<file path="src/rtl/mem_seq.sv">
// mem_seq: asynchronous-SRAM access sequencer behind the Wishbone slave memory port.
// Drives CE/OE/WE timing with programmable read/write wait states and an
// external wait input, returns read data and a one-cycle acknowledge.
// Optional build macro MEM_SEQ_WDOG_EN adds an ACCESS watchdog that aborts a
// stuck access and flags it on err_o.
module mem_seq #(
   parameter int WAIT_RD = 2,
   parameter int WAIT_WR = 1,
   parameter int TIMEOUT = 64
) (
   input  logic        clk_i,
   input  logic        rst_i,
   input  logic [25:0] mem_adr_i,
   input  logic        mem_r_i,
   input  logic        mem_w_i,
   input  logic [31:0] dat_i,
   output logic [31:0] dat_o,
   output logic        ack_o,
   output logic        err_o,
   output logic [25:0] sram_adr_o,
   output logic [31:0] sram_dat_o,
   output logic        sram_dat_oe,
   input  logic [31:0] sram_dat_i,
   output logic        sram_ce_b,
   output logic        sram_oe_b,
   output logic        sram_we_b,
   input  logic        sram_wait_i
);

   typedef enum logic [2:0] {
      IDLE,
      SETUP,
      ACCESS,
      HOLD,
      DONE
   } state_t;

   state_t     state;
   logic       is_rd;
   logic [3:0] wcnt;

`ifdef MEM_SEQ_WDOG_EN
   localparam int WD_W = $clog2(TIMEOUT + 1);

   logic [WD_W-1:0] wd_cnt;
   logic            abort;
`else
   logic [31:0] unused_timeout;

   assign unused_timeout = 32'(TIMEOUT);
   assign err_o          = 1'b0;
`endif

   // Access sequencer: every output is set on the edge that enters the state it belongs to
   always_ff @(posedge clk_i) begin
      if (!rst_i) begin
         state       <= IDLE;
         is_rd       <= 1'b0;
         wcnt        <= '0;
         sram_ce_b   <= 1'b1;
         sram_oe_b   <= 1'b1;
         sram_we_b   <= 1'b1;
         sram_dat_oe <= 1'b0;
         ack_o       <= 1'b0;
         dat_o       <= '0;
         sram_adr_o  <= '0;
         sram_dat_o  <= '0;
`ifdef MEM_SEQ_WDOG_EN
         wd_cnt      <= '0;
         abort       <= 1'b0;
         err_o       <= 1'b0;
`endif
      end else begin
         ack_o <= 1'b0;
         case (state)
            IDLE: begin
               // Read has priority when both strobes are presented together.
               if (mem_r_i) begin
                  sram_adr_o <= mem_adr_i;
                  is_rd      <= 1'b1;
                  sram_ce_b  <= 1'b0;
                  state      <= SETUP;
               end else if (mem_w_i) begin
                  sram_adr_o  <= mem_adr_i;
                  sram_dat_o  <= dat_i;
                  is_rd       <= 1'b0;
                  sram_ce_b   <= 1'b0;
                  sram_dat_oe <= 1'b1;
                  state       <= SETUP;
               end
            end
            SETUP: begin
               wcnt      <= is_rd ? 4'(WAIT_RD) : 4'(WAIT_WR);
               sram_oe_b <= ~is_rd;
               sram_we_b <= is_rd;
               state     <= ACCESS;
`ifdef MEM_SEQ_WDOG_EN
               wd_cnt    <= '0;
               abort     <= 1'b0;
`endif
            end
            ACCESS: begin
               if (wcnt != 4'd0) begin
                  wcnt <= wcnt - 4'd1;
               end
               // Exit needs the wait-state count exhausted and no external wait on the same edge.
               if ((wcnt == 4'd0) && !sram_wait_i) begin
                  sram_oe_b <= 1'b1;
                  sram_we_b <= 1'b1;
                  if (is_rd) begin
                     dat_o <= sram_dat_i;
                  end
                  state <= HOLD;
               end
`ifdef MEM_SEQ_WDOG_EN
               else if (wd_cnt == WD_W'(TIMEOUT - 1)) begin
                  sram_oe_b <= 1'b1;
                  sram_we_b <= 1'b1;
                  abort     <= 1'b1;
                  if (is_rd) begin
                     dat_o <= '0;
                  end
                  state <= HOLD;
               end else begin
                  wd_cnt <= wd_cnt + WD_W'(1);
               end
`endif
            end
            HOLD: begin
               // Write data stays on the pads through HOLD; released together with CE.
               sram_ce_b   <= 1'b1;
               sram_dat_oe <= 1'b0;
               ack_o       <= 1'b1;
`ifdef MEM_SEQ_WDOG_EN
               err_o       <= abort;
`endif
               state       <= DONE;
            end
            DONE: begin
               // A request still held during the acknowledge cycle is not sampled here.
`ifdef MEM_SEQ_WDOG_EN
               err_o <= 1'b0;
`endif
               state <= IDLE;
            end
            default: begin
               state <= IDLE;
            end
         endcase
      end
   end

endmodule

</file>
<file path="config.mk">
export PLATFORM = sky130hd
export DESIGN_NAME = mem_seq
export DESIGN_NICKNAME = d
export VERILOG_FILES = /design/src/rtl/mem_seq.sv
export SDC_FILE = /design/constraint.sdc
export NUM_CORES = 1
export LEC_CHECK = 0
export CAP_MARGIN = 10
export CORE_MARGIN = 3
export CORE_UTILIZATION = 41
export DETAILED_ROUTE_END_ITERATION = 8
export PLACE_DENSITY_LB_ADDON = 0.25
export SYNTH_ARGS = -nofsm -noshare
export SYNTH_HDL_FRONTEND = slang
export SYNTH_SLANG_ARGS = --single-unit
</file>
<file path="constraint.sdc">
create_clock -name clk_i -period 2.08 [get_ports clk_i]
set_input_delay 0.312 -clock clk_i [delete_from_list [all_inputs] [get_ports clk_i]]
set_output_delay 0.312 -clock clk_i [all_outputs]
set_load 0.05 [all_outputs]
</file>
==> flow_summary.toml <==
[run_status]
outcome = "completed"

[synthesis]
yosysSeqAreaShare = 0.519
ys_top_cells_by_area = "dfxtp_1 52%, nand2_1 14%, a21boi_0 8.1%"
yosys.area.top_type = "dfxtp_1"
synth_cells = 477
netlist.area_leader.share = 0.519
synth.avg_cell_area_um2 = 8.33
ys_async_sr_fraction = 0
netlist_area_um2 = 3970
synth_edf_count = 0
synth-seq-cells = 103
synthFlopType = "dfxtp_1"
yosys_warnings = 0
ys_types = 41
synthesis.nets = 573

[clock_network]
ctsHtreeMaxLevel = 3
tritoncts = "built"
post_cts_resized = 0
numCtsBuffers = 9
cts_hold_buffers = 0
cts_setup_buffers = 0
cts.clk_slew.worst_paths_ps = 90
clk_latency_ps = 350
cts_root_buffer = "clkbuf_8"
cts_buffer_depth = 2
cts_sinks = 103

[timing]
hold_viol = 0
holdWs_ps = 350
rsz0062_at_grt = "false"
setup_violations = 0
fmax_ghz = 0.522
tightest_slew_ps = 563
period_share = 0.921
skew_ps = 10.5
relSlewSlack = 0.623
fin_crit_ps = 1920
tns_ps = 0
slew_violations = 0
fin_ws_ps = 164

[floorplan]
rows = 35
core_um2 = 9330
dieHeight_um = 104
die_width_um = 104
start_util = 0.426
die-area_um2 = 10900
io_pins = 191

[detailed_routing]
routed_wl_mm = 10.6
drt-wirelength-per-cell_um = 13.5
via_count = 3776
routed_via_density = 4.80
ant_nets = 0
dr.pass1.iters = 4
drt_iter0_drc = 126
drc = 0

[setup_path]
start_kind = "register"
crit_type = "register to register"
path_buf_inv = 2
end_kind = "register"
critical_path_peak_fanout = 44
arrival_ps = 2180
critPathTopFamily = "simple AND/OR/NAND/NOR gates"
r2r_slack_ps = 160
reg2reg_from = "wcnt[0]"
critPathSlowestCell = "or4b_4"
critical_path.max_stage_delay_ps = 510
rr_worst_depth = 7
worstPathCellList = "inv_1, ha_1, or4b_4, nor4_4, buf_12, nand3_1, o21ai_0"
cp.required_ps = 2350
r2r-end = "dat_o[11]"

[power]
irDropWorstVdd_mv = 0.359
powerDensity_nw_per_um2 = 847
p_leak_uw = 0.00218

[global_route]
antenna_found_initial = 0
grt_overflow_total = 0
grt_pass1_vias = 3813
track_usage = 0.195
grt_pass1_wl_mm = 17.9
grt_max_degree = 58

[place]
port_buffers = 189
hpwlAfterDp_mm = 7.85
gp_congestion = 0.750
dp_slack_ps = 28.1

[cells_and_area]
drive_gt1_frac = 0.0502
fin_nets = 748
n_antenna_cell = 0
area_delta_synth_final_pct = 55.2
fin_util = 0.661

[worst_hold_path]
hold_class = "input port to register"
min_to = "sram_oe_b"
hold_depth = 2
min_from = "rst_i"

[run]
maxCapViolCount = 0
synthesized netlist by cell type, types with 2 or more instances:
master    count
o211ai_1      2
a31oi_1       2
a21boi_1     15
inv_1         4
nand2_1     152
buf_4         2
nand2b_1      2
nor2_1       10
xnor2_1       3
buf_2         8
clkbuf_1     21
o21ai_0      32
clkbuf_2      3
o21a_1        2
o21ai_1       6
nor4b_1       2
nand3_1      34
buf_6         3
a21boi_0     43
nor3_1        4
a21oi_1       5
dfxtp_1     103
worst max path at each step:
| stage | depth (start not counted) | endpoint | start | slack [ps] |
|---|---|---|---|---|
| floorplan | 6 | dat_o[20] | wcnt[0] | 200 |
| global placement | 6 | dat_o[16] | sram_wait_i | 70 |
| detailed placement | 6 | sram_dat_o[6] | mem_w_i | 30 |
| CTS | 7 | dat_o[29] | wcnt[0] | 160 |
| global route | 7 | dat_o[11] | wcnt[0] | 9 |
| finish | 7 | dat_o[11] | wcnt[0] | 160 |
cell type report:
type	instances	area (um2)
Sequential cell	103	2060
Multi-Input combinational cell	332	1710
Timing Repair Buffer	202	2040
Tap cell	129	161
Fill cell	785	3160
Clock inverter	4	31.3
Inverter	4	15.0
Clock buffer	12	145
registers in the layout, indices dropped and copies added, names as in the netlist:
register / flops
ack_o: 1
sram_we_b: 1
sram_ce_b: 1
is_rd: 1
sram_adr_o: 26
wcnt: 4
state: 3
dat_o: 32
sram_oe_b: 1
sram_dat_oe: 1
sram_dat_o: 32
worst register-to-register path: cells and delay by family (launching register included):
kind / cells / cell delay, ps
compound gates: 1 / 90
simple gates: 3 / 890
fa+ha+maj: 1 / 210
flops: 1 / 330
buf+inv: 2 / 330
layer usage:
metal,vias to the layer above,share of wire,track usage
met5,-,0,0
met4,0,0.025,0.0817
met3,25,0.073,0.0559
met2,128,0.47,0.318
met1,1698,0.43,0.240
li1,1925,-,-
layout by cell type, fill, tap and decap left out, types with 2 or more instances in the layout:
cell             netlist  layout
clkdlybuf4s50_1        0     188
nand2_1              152     152
dfxtp_1              103     103
a21boi_0              43      43
nand3_1               34      34
o21ai_0               32      32
a21boi_1              15      15
nor2_1                10      10
clkbuf_8               0      10
buf_4                  2       9
o21ai_1                6       6
a21oi_1                5       5
inv_1                  4       4
nor3_1                 4       4
buf_12                 0       4
xnor2_1                3       3
clkinvlp_4             0       3
o21a_1                 2       2
nand2b_1               2       2
nor4b_1                2       2
a31oi_1                2       2
o211ai_1               2       2
clkbuf_1              21       2
metrics by stage:
stage | instance area, um2 | instances | power, uW
floorplan | 3970 | 477 | 3490
global placement | 5980 | 770 | 4110
detailed placement | 5980 | 770 | 4170
CTS | 6160 | 786 | 5280
global route | 6160 | 786 | 5500
finish | 6160 | 786 | 5220
power breakdown:
| part | internal [uW] | total (uW) | switching, uW |
|---|---|---|---|
| registers | 2160 | 2270 | 109 |
| clock network | 472 | 1110 | 640 |
| logic | 716 | 1840 | 1120 |
kinds of logic (layout without fill, tap and decap cells):
| kind of cell | after synthesis | after routing | share of synthesized area |
|---|---|---|---|
| simple gates | 216 | 216 | 0.237 |
| compound gates | 111 | 111 | 0.183 |
| flops | 103 | 103 | 0.519 |
| buf+inv | 42 | 222 | 0.0507 |
| xor+xnor | 3 | 3 | 0.00662 |
| fa+ha+maj | 1 | 1 | 0.00315 |
| other cells | 1 | 1 | 0.000944 |
(Power assumes the default switching activity.)
